$ cat config.mk
export PLATFORM = sky130hd
export DESIGN_NAME = rns_to_bin
export DESIGN_NICKNAME = d
export VERILOG_FILES = /design/src/rtl/rns_to_bin.sv
export SDC_FILE = /design/constraint.sdc
export NUM_CORES = 1
export LEC_CHECK = 0
export ABC_AREA = 1
export CAP_MARGIN = 15
export CELL_PAD_IN_SITES_DETAIL_PLACEMENT = 0
export CELL_PAD_IN_SITES_GLOBAL_PLACEMENT = 1
export CORE_ASPECT_RATIO = 1.25
export CORE_MARGIN = 5
export CORE_UTILIZATION = 45
export CTS_BUF_LIST = sky130_fd_sc_hd__clkbuf_4
export DETAILED_ROUTE_END_ITERATION = 10
export GPL_TIMING_DRIVEN = 0
export PLACE_DENSITY_LB_ADDON = 0.1
export SETUP_SLACK_MARGIN = 0.3
export SLEW_MARGIN = 25
export SYNTH_ARGS = -nofsm -noshare
export SYNTH_HDL_FRONTEND = slang
export SYNTH_SLANG_ARGS = --single-unit
$ cat constraint.sdc
create_clock -name clk -period 9.4 [get_ports clk]
set_input_delay 2.35 -clock clk [delete_from_list [all_inputs] [get_ports clk]]
set_output_delay 2.35 -clock clk [all_outputs]
set_load 0.005 [all_outputs]
$ cat src/rtl/rns_to_bin.sv
// rns_to_bin
// Converts a residue pair (X mod 256, X mod 129) back to the binary value X.
// It uses mixed-radix CRT: X = r256 + 256*k, where
// k = ((r129 - r256 mod 129) * 64) mod 129, and 64 is the inverse of 256 mod 129.
// The multiply by 64 is done as six modular doublings, one per clock, so every
// conversion takes exactly 8 edges from acceptance to result.
//
// state | meaning
// ------+---------------------------------------------------------------
// IDLE  | in_ready high, waiting for a residue pair
// SUB   | reduce r256 mod 129, form k = (r129 - r256') mod 129
// DBL   | six modular doublings of k (k * 64 mod 129)
// FIN   | assemble dout = 256*k + r256, raise out_valid
// DONE  | hold result until out_valid && out_ready
module rns_to_bin #(
    parameter int CHECK_RANGE = 1
) (
    input  logic        clk,
    input  logic        rst_n,
    input  logic        in_valid,
    output logic        in_ready,
    input  logic [7:0]  r256,
    input  logic [7:0]  r129,
    output logic        out_valid,
    input  logic        out_ready,
    output logic [15:0] dout,
    output logic        out_err
);

    localparam logic [8:0] MOD = 9'd129;
    localparam logic [2:0] DBL_LAST = 3'd5;

    typedef enum logic [2:0] {
        IDLE = 3'd0,
        SUB  = 3'd1,
        DBL  = 3'd2,
        FIN  = 3'd3,
        DONE = 3'd4
    } state_t;

    state_t     state;
    logic [7:0] r256_q;
    logic [7:0] r129_q;
    logic [8:0] k;
    logic [2:0] cnt;

    logic [8:0] r256_red;
    logic [8:0] r129_red;
    logic [8:0] diff_raw;
    logic [8:0] diff_mod;
    logic [8:0] dbl_raw;
    logic [8:0] dbl_mod;
    logic       range_err;

    // Modular datapath: single conditional subtractions keep every value in 9 bits.
    always_comb begin
        r256_red  = {1'b0, r256_q};
        r129_red  = {1'b0, r129_q};
        diff_raw  = 9'd0;
        diff_mod  = 9'd0;
        dbl_raw   = 9'd0;
        dbl_mod   = 9'd0;
        range_err = 1'b0;

        if (r256_red >= MOD) begin
            r256_red = r256_red - MOD;
        end
        // Out-of-range r129 is reduced once; with range checking on the
        // result is replaced by the error value anyway.
        if (r129_red >= MOD) begin
            r129_red = r129_red - MOD;
        end

        // Both operands are below 129, so adding 129 first keeps it non-negative.
        diff_raw = r129_red + MOD - r256_red;
        diff_mod = (diff_raw >= MOD) ? (diff_raw - MOD) : diff_raw;

        dbl_raw = k << 1;
        dbl_mod = (dbl_raw >= MOD) ? (dbl_raw - MOD) : dbl_raw;

        range_err = (CHECK_RANGE != 0) && ({1'b0, r129_q} >= MOD);
    end

    // Sequencing FSM with registered handshake and result outputs.
    always_ff @(posedge clk or negedge rst_n) begin
        if (!rst_n) begin
            state     <= IDLE;
            in_ready  <= 1'b1;
            out_valid <= 1'b0;
            out_err   <= 1'b0;
            dout      <= 16'h0000;
            r256_q    <= 8'h00;
            r129_q    <= 8'h00;
            k         <= 9'd0;
            cnt       <= 3'd0;
        end else begin
            case (state)
                IDLE: begin
                    if (in_valid) begin
                        r256_q   <= r256;
                        r129_q   <= r129;
                        in_ready <= 1'b0;
                        state    <= SUB;
                    end
                end
                SUB: begin
                    k     <= diff_mod;
                    cnt   <= 3'd0;
                    state <= DBL;
                end
                DBL: begin
                    k   <= dbl_mod;
                    cnt <= cnt + 3'd1;
                    if (cnt == DBL_LAST) begin
                        state <= FIN;
                    end
                end
                FIN: begin
                    if (range_err) begin
                        dout    <= 16'hFFFF;
                        out_err <= 1'b1;
                    end else begin
                        // k <= 128 in legal operation, so the sum stays below 33024.
                        dout    <= ({7'd0, k} << 8) + {8'h00, r256_q};
                        out_err <= 1'b0;
                    end
                    out_valid <= 1'b1;
                    state     <= DONE;
                end
                DONE: begin
                    if (out_ready) begin
                        out_valid <= 1'b0;
                        in_ready  <= 1'b1;
                        state     <= IDLE;
                    end
                end
                default: begin
                    state     <= IDLE;
                    in_ready  <= 1'b1;
                    out_valid <= 1'b0;
                end
            endcase
        end
    end

endmodule

==> results of run 1 <==
[through the flow]
step / std cells / setup slack [ns]
after global placement: 569 / 4.49
after global routing: 577 / 5.12
after floorplan: 439 / 6.03
after CTS: 577 / 5.35
final: 577 / 5.40
after detailed placement: 569 / 5.39
[area by class of cell]
type                       count  area, µm²  share of cell area, %
buffer                         9       52.6                   1.32
timing repair buffer          38        378                   9.46
clock buffer                   5       37.5                  0.940
clock inverter                 3       20.0                  0.501
sequential                    49       1230                   30.7
multi-input combinational    312       1900                   47.7
tap                           92        115                   2.88
inverter                      69        259                   6.49
[worst max-delay path by stage]
stage	end	slack, ns
floorplan	k[0]	6.03
global placement	r129_q[1]	4.49
detailed placement	k[0]	5.39
CTS	k[0]	5.35
global route	k[0]	5.12
finish	k[0]	5.40
[cells in the mapped netlist]
cell type and count:
o21ai_1 3, nand3_1 22, dfrtp_1 48, nand3b_1 1, nand2_2 12, xnor2_1 4, a21oi_2 5, nor2_2 5
o21ai_0 13, nand4_2 1, inv_1 59, o22ai_1 1, or2_2 3, nor2_4 4, a22oi_1 1, ha_1 24
nand4_1 5, nand2_4 1, nand2_1 82, xor2_4 1, clkinv_1 1, o211ai_1 9, nand4_4 1, a21oi_1 32
buf_6 1, nor3_4 1, clkbuf_8 1, mux2_2 1, dfstp_2 1, inv_2 9, o31ai_1 1, a31oi_1 4
nor3_1 5, xor2_1 15, clkbuf_1 6, nand3_2 7, fa_1 1, xnor2_2 1, nor2_1 45, buf_2 1
a21boi_2 1
[worst min-delay path, delay by kind of cell (launching register included)]
kind               cells  cell delay (ns)
DFF                    1             0.40
AOI/OAI and AO/OA      1             0.05
and+or+nand+nor        1             0.05
[flip-flops by register name (all words and copies together), names as in the netlist]
signal     cells
out_err        1
state          3
r256_q         8
cnt            3
out_valid      1
r129_q         8
in_ready       1
dout          16
k              8
[routing by layer]
layer  vias to the layer above  GRT usage [%]  share of wire (%)
li1                       1508              -                  -
met2                        40           32.8                 53
met4                         0           5.08                1.7
met5                         -              0                  0
met1                      1356           21.2                 42
met3                         9           2.68                2.9
[logic make-up after synthesis]
group	Yosys count
adders and majority gates	25
muxes	1
DFF	49
and+or+nand+nor	195
xor gates and xnor gates	21
AOI/OAI and AO/OA	70
buffers and inverters	78
[layout by cell type, fill, tap and decap left out, drive strengths merged]
master,n
xor2,16
mux2,1
clkinv,2
nor3,6
nor2,54
a31oi,4
nand3,29
xnor2,5
dfrtp,48
buf,3
or2,3
o31ai,1
o21ai,16
o22ai,1
nand3b,1
dfstp,1
nand4,7
clkbuf,12
a22oi,1
o211ai,9
inv,69
clkdlybuf4s50,37
a21boi,1
nand2,95
clkinvlp,1
ha,24
a21oi,37
fa,1
==> flow_summary.json, run 1 <==
{
  "vias": 2913,
  "clock_latency_ns": 0.37,
  "worst_pin_slew_ns": 0.605,
  "synth_compound_area_share_pct": 11.9,
  "reg2reg_from": "r256_q[1]",
  "min_path_cells": 2,
  "fmax_ghz": 0.250,
  "dpl.hpwl_um": 6350,
  "grt_pass1_vias": 2910,
  "grt_max_degree": 50,
  "gp_congestion": 0.847,
  "synth_top_area_share_pct": 34.9,
  "utilization_pct": 53.9,
  "min_from": "in_ready",
  "hold_class": "reg2reg",
  "hold_end": "in_ready",
  "path_buf_inv": 4,
  "ys_warn_count": 0,
  "placement_rows": 35,
  "rr_worst_depth": 21,
  "end_kind": "flip-flop",
  "critPathMaxFanout": 7,
  "vias_per_cell": 5.05,
  "setup_viol": 0,
  "first_iter_violations": 81,
  "fin_tns_setup_ns": 0,
  "post_dp_cell_area_um2": 3940,
  "cp_slowest_cell": "fa_1",
  "synth-seq-cells": 49,
  "cp_cell_sequence": "inv_1 -> ha_1 -> nand2_1 -> nand3_2 -> nand2_2 -> o21ai_0 -> ha_1 -> inv_1 -> ha_1 -> inv_1 -> fa_1 -> inv_1 -> nor3_1 -> nand2_1 -> nor2_2 -> nand2_2 -> nand2_4 -> nand4_4 -> xor2_1 -> nand2_1 -> nand2_1",
  "cp_slowest_stage_delay_ns": 0.52,
  "clock_path_buffers": 2,
  "synthMuxAreaShare_pct": 0.327,
  "synth.distinct_cells": 41,
  "fin_crit_sh_pct": 42.5,
  "die_w_um": 88.2,
  "seq_area_frac_synth_pct": 35.7,
  "maxCapViolations": 0,
  "h-tree-depth": 2,
  "cts_tree": "yes",
  "clock_skew_ns": 0.0117,
  "die_h_um": 108,
  "status": "completed",
  "cts.sink_count": 49,
  "cp.required_ns": 9.73,
  "synth_adder_area_share_pct": 9.31,
  "io_pins": 39,
  "core_um2": 7400,
  "cts-buffers-inserted": 5,
  "synth.avg_cell_area_um2": 7.84,
  "r2r_slack_ns": 5.40,
  "hold_buffers": 0,
  "syn_nets": 484,
  "ant_nets": 0,
  "syn2layout_area_growth_pct": 16.0,
  "cts_resized": 0,
  "post_cts_buffers": 0,
  "wire_per_inst_um": 13.6,
  "ys_top_cells_by_area": "dfrtp_1, nand2_1, ha_1",
  "hold_viol": 0,
  "clk_pin_slew_worst_paths_ns": 0.16,
  "drc": 0,
  "finalNetCount": 529,
  "drt_pass1_iterations": 4,
  "antenna_found_initial": 0,
  "rr_endpoint": "k[0]",
  "critPathLaunchType": "flip-flop",
  "buffer_ports.inserted": 38,
  "wl_um": 7850,
  "antennaDiodeCount": 0,
  "crit_cells": 21,
  "critPathTopFamily": "simple AND/OR/NAND/NOR gates",
  "start_util_pct": 46.5,
  "overflow": 0,
  "setup.worst_path.class": "reg2reg",
  "fin_hold_ws_ns": 0.485,
  "synthXorXnorAreaFrac_pct": 6.11,
  "synthCells": 439,
  "relSlewSlack_pct": 59.7,
  "drive_gt1_share_pct": 13.4,
  "grt_usage_pct": 17.9,
  "rsz0062_at_grt": "no",
  "fin_area_um2": 3990,
  "cp_data_arrival_time_ns": 4.32,
  "slew_violations": 0,
  "cts-root-buf": "clkbuf_4",
  "yosysTopAreaCell": "dfrtp_1",
  "syn_area_um2": 3440,
  "synth_top_family_by_area": "simple AND/OR/NAND/NOR gates",
  "die_area_um2": 9510,
  "grt_pass1_wl_um": 13400,
  "crit_start": "r256_q[1]",
  "fillers": 708,
  "finalCriticalPeriod_ns": 4.00,
  "synth_simple_gate_area_share_pct": 27.7
}
Power of run 1 is not shown: default switching activity piles up to over one toggle a cycle in this logic, so the estimate is an artifact.
==> run 2: changes to the inputs <==
--- a/config.mk
+++ b/config.mk
@@ -11,7 +11,7 @@
 export CELL_PAD_IN_SITES_GLOBAL_PLACEMENT = 1
 export CORE_ASPECT_RATIO = 1.25
 export CORE_MARGIN = 5
-export CORE_UTILIZATION = 45
+export CORE_UTILIZATION = 39
 export CTS_BUF_LIST = sky130_fd_sc_hd__clkbuf_4
 export DETAILED_ROUTE_END_ITERATION = 10
 export GPL_TIMING_DRIVEN = 0
==> constraint.sdc (replaced) <==
create_clock -name clk -period 3.45 [get_ports clk]
set_input_delay 0.8625 -clock clk [delete_from_list [all_inputs] [get_ports clk]]
set_output_delay 0.8625 -clock clk [all_outputs]
set_load 0.005 [all_outputs]
==> flow_summary.json, run 2 (same netlist as run 1, synthesis figures left out) <==
{
  "final_common_cell": "nand2_1",
  "top_register": "dout",
  "setup_viol": 3,
  "slew_violations": 0,
  "critPathLaunchType": "flip-flop",
  "maxCapViolations": 0,
  "clock_skew_ns": 0.0151,
  "antennaDiodeCount": 0,
  "vias": 3102,
  "fin_hold_ws_ns": 0.480,
  "utilization_pct": 53.9,
  "failed_checks": "setup timing",
  "wire_per_inst_um": 14.1,
  "gp_congestion": 0.849,
  "rsz0062_at_grt": "yes",
  "grt_usage_pct": 17.2,
  "fin_crit_sh_pct": 101,
  "overflow": 0,
  "drive_gt1_share_pct": 30.1,
  "cp.required_ns": 3.72,
  "die_h_um": 115,
  "vias_per_cell": 4.81,
  "finalCriticalPeriod_ns": 3.48,
  "cts-root-buf": "clkbuf_4",
  "clock_path_buffers": 2,
  "cts.sink_count": 49,
  "clk_pin_slew_worst_paths_ns": 0.17,
  "critPathMaxFanout": 7,
  "end_kind": "flip-flop",
  "drt_pass1_iterations": 4,
  "drc": 0,
  "worst_pin_slew_ns": 0.634,
  "start_util_pct": 39.8,
  "hold_buffers": 0,
  "io_pins": 39,
  "fin_ws_ns": -0.0345,
  "wl_um": 9120,
  "h-tree-depth": 2,
  "first_iter_violations": 114,
  "clock_latency_ns": 0.38,
  "layout_common_cells": "nand2_1, inv_1, dfrtp_1, nor2_1, buf_4",
  "cts-buffers-inserted": 5,
  "status": "complete, but fails checks",
  "ant_nets": 0,
  "grt_max_degree": 50,
  "buffer_ports.inserted": 38,
  "die_area_um2": 10800,
  "placement_rows": 38,
  "relSlewSlack_pct": 57.7,
  "finalNetCount": 569,
  "cp_data_arrival_time_ns": 3.76,
  "fmax_ghz": 0.287,
  "cts_tree": "yes",
  "die_w_um": 94.0,
  "largest_register_ffs": 16,
  "hold_viol": 0,
  "hold_class": "in2async",
  "setup.worst_path.class": "reg2reg",
  "dpl.hpwl_um": 6650,
  "grt_pass1_vias": 3190,
  "syn2layout_area_growth_pct": 35.6,
  "antenna_found_initial": 0,
  "grt_pass1_wl_um": 14800,
  "core_um2": 8650
}
## run 2: changes by cell type in the layout (fill, tap and decap cells not counted), sizes merged
cell	delta
buf	+40
## run 2: cell type report
class	instances	area, µm²
repair buffers	78	678
multi-input cells	312	2230
fillers	853	3990
clock buffers	5	37.5
clock inverters	3	20.0
inverters	69	269
plain buffers	9	52.6
well taps	120	150
flip-flops and latches	49	1230
## run 2: what timing repair did
action,4_1_cts,5_1_grt
buffers inserted,25,15
pin swaps,15,27
endpoints found under the setup margin,8,8
gates resized for setup,25,37
## run 2: metrics by stage
stage               cells  cell area, µm²  setup WS [ns]  TNS [ns]
finish                645            4670        -0.0345   -0.0614
global route          645            4670         -0.262     -1.61
CTS                   630            4370         0.0207         0
detailed placement    597            4020         -0.292     -1.80
global placement      597            4020         -0.261     -1.49
floorplan             439            3490          0.291         0
## run 2: layer usage
| layer | part of all wire (%) | global-route usage (%) | vias to the layer above | wire length (µm) |
|---|---|---|---|---|
| met5 | 0 | 0 | - | 0 |
| met4 | 1.8 | 4.24 | 0 | 165 |
| met3 | 2.3 | 2.75 | 15 | 213 |
| met2 | 57 | 34.3 | 44 | 5200 |
| met1 | 39 | 18.5 | 1470 | 3540 |
| li1 | - | - | 1573 | - |
## run 2: path summary, 6_finish.rpt
path	from	endpoint	slack, ns	cells after the start
setup / recovery	r256_q[1]	k[4]	-0.03	23
hold / removal	rst_n	state[2]	0.48	1
setup reg to reg	r256_q[1]	k[4]	-0.03	23
hold reg to reg	in_ready	in_ready	0.49	2
max in group asynchronous	rst_n	r256_q[4]	2.51	1
min in group clk	in_ready	in_ready	0.49	2
## run 2: critical path: stages (launching register included)
cell and delay (ns):
dfrtp_1 0.44, inv_2 0.14, nand2_4 0.08, nor2_4 0.13
nand3_2 0.11, nand2_4 0.16, xor2_2 0.20, ha_2 0.23
ha_4 0.15, inv_2 0.04, fa_2 0.41, inv_2 0.07
nand3_2 0.06, nand2_2 0.08, xnor2_2 0.14, nand2_1 0.10
nor2_2 0.14, nand2_2 0.09, nand2_4 0.09, nand4_4 0.19
nand2_2 0.12, nand3_2 0.08, nand2_1 0.07, o21ai_1 0.05
Power of run 2 is left out for the same reason.
==> patch, RTL diff (flow settings as in run 2) <==
Reset style: synchronous (`rst_n`), changed in one clocked block.
--- a/src/rtl/rns_to_bin.sv
+++ b/src/rtl/rns_to_bin.sv
@@ -82,7 +82,7 @@
     end
 
     // Sequencing FSM with registered handshake and result outputs.
-    always_ff @(posedge clk or negedge rst_n) begin
+    always_ff @(posedge clk) begin
         if (!rst_n) begin
             state     <= IDLE;
             in_ready  <= 1'b1;
Check against the original RTL: differs if rst_n is asserted again (counterexample within 4 cycles, from zero or initial values and one cycle with rst_n low); with rst_n held inactive, the same outputs for 10 cycles.
==> patch against run 2 <==
The flow still finishes with violations (setup timing); worst setup slack worse by 0.094 ns; global-route usage is 0.66 points higher; area after synthesis is 8.8% lower; design area is 9.0% lower; sequential cell count stayed put; wire length is 3.8% lower; critical endpoint is now k[7]; largest cell class unchanged.
==> patch: results (changes against run 2) <==
stage;metric;value;unit;change
outcome;status;finished with violations;;unchanged
outcome;failing checks;setup timing;;unchanged
place;# placed instances;599;;was 597
timing;Setup TNS Final;-0.8599;ns;was -0.06143 ns
worst_setup_path;CP max stage delay;0.60;ns;was 0.44 ns
logic_synthesis;ys flop type;dfxtp_1;;was dfrtp_1
cells_and_area;NumNets Final;584;;was 569
worst_setup_path;critical path startpoint;r129_q[1];;was r256_q[1]
logic_synthesis;Synth Area per Inst;6.739;sq um;was 7.841 sq um
logic_synthesis;post-synthesis xor/xnor area fraction;3.904;%;was 6.107%
worst_setup_path;Crit path max-delay family;simple AND/OR/NAND/NOR gates;;unchanged
clock_network;post-cts sizing count;45;;was 25
cells_and_area;Antenna diodes;0;;unchanged
detailed_routing;routed wire length;8773;um;was 9117 um
logic_synthesis;top cells by count, synth;nand2_1, inv_1, a21oi_1;;was nand2_1, inv_1, dfrtp_1
worst_setup_path;R2R cell count;24;;was 23
cells_and_area;post-route insts no fill;635;;was 645
logic_synthesis;complex-gate fraction of the synthesized area;18.96;%;was 11.89%
logic_synthesis;mux share of post-synthesis cell area;0;%;was 0.3272%
logic_synthesis;sequential share of the synthesized area;31.24;%;was 35.66%
place;Worst Setup Slack post-DPL;-0.2522;ns;was -0.2923 ns
detailed_routing;Vias/cell;5.024;;was 4.809
worst_setup_path;RR Endpoint;k[7];;was k[4]
global_routing;largest net degree at the start of global routing;17;;was 50
clock_network;Reg clk slew, reported paths;0.16;ns;
worst_setup_path;CP max-delay cell;fa_2;;was dfrtp_1
worst_setup_path;CP arrival;3.86;ns;was 3.76 ns
detailed_routing;DR iter-0 viols;77;;was 114
cells_and_area;share of cells above drive strength 1;23.70;%;was 30.10%
logic_synthesis;Synth async-reset ratio;0;%;was 100.0%
logic_synthesis;largest cells by area after synthesis;dfxtp_1, nand2_1, ha_1;;was dfrtp_1, nand2_1, ha_1
timing;final setup vio count;8;;was 3
power_and_ir_drop;P_leak;1.827;nW;
timing;Final Skew;0.01121;ns;was 0.01509 ns
global_routing;number of global-route vias before repair;3156;;was 3190
place;port bufs;38;;unchanged
clock_network;setup bufs post-CTS;24;;was 25
worst_hold_path;Hold Path Class;reg -> reg;;was in -> async
place;placed cell area;3681;sq um;was 4019 sq um
global_routing;gr usage total;17.88;%;was 17.22%
worst_hold_path;worst hold endpoint;out_valid;;
timing;hold slack;0.4770;ns;was 0.4797 ns
place;GPL Wtd Cong;0.8092;;was 0.8488
logic_synthesis;adder-cell share of the synthesized area;10.20;%;was 9.306%
logic_synthesis;syn_nets;511;;was 484
timing;worst slew pin tran;0.5370;ns;was 0.6339 ns
timing;setup ws final;-0.1281;ns;was -0.03450 ns
place;Final HPWL DP;6627;um;was 6654 um
global_routing;first-pass GRT wire length;14600;um;was 14760 um
worst_setup_path;worst-path fanout max;5;;was 7
logic_synthesis;post-synth cell types;35;;was 41
[patch: area by class of cell]
cell class / instances / area [sq um]
inverters: 70 / 269.0
clock buffers: 5 / 37.54
plain buffers: 15 / 65.06
flip-flops and latches: 49 / 1002
clock inverters: 3 / 21.27
well taps: 95 / 118.9
repair buffers: 66 / 605.6
fillers: 819 / 3590
multi-input cells: 332 / 2128
[patch: metal layers]
layer | wire, um | part of all wire (%) | track usage (%) | vias up
li1 | - | - | - | 1666
met4 | 91 | 1.0 | 4.043 | 0
met2 | 4420 | 50 | 33.21 | 50
met5 | 0 | 0 | 0 | -
met1 | 4023 | 46 | 21.87 | 1466
met3 | 238 | 2.7 | 2.648 | 8
[patch: power by group through the flow]
stage,registers [mW],logic (mW),clock network [mW]
finish,0.763,2.45,0.284
global route,0.779,2.74,0.310
CTS,0.758,2.21,0.291
detailed placement,0.763,1.83,0
global placement,0.762,1.82,0
floorplan,0.742,1.41,0
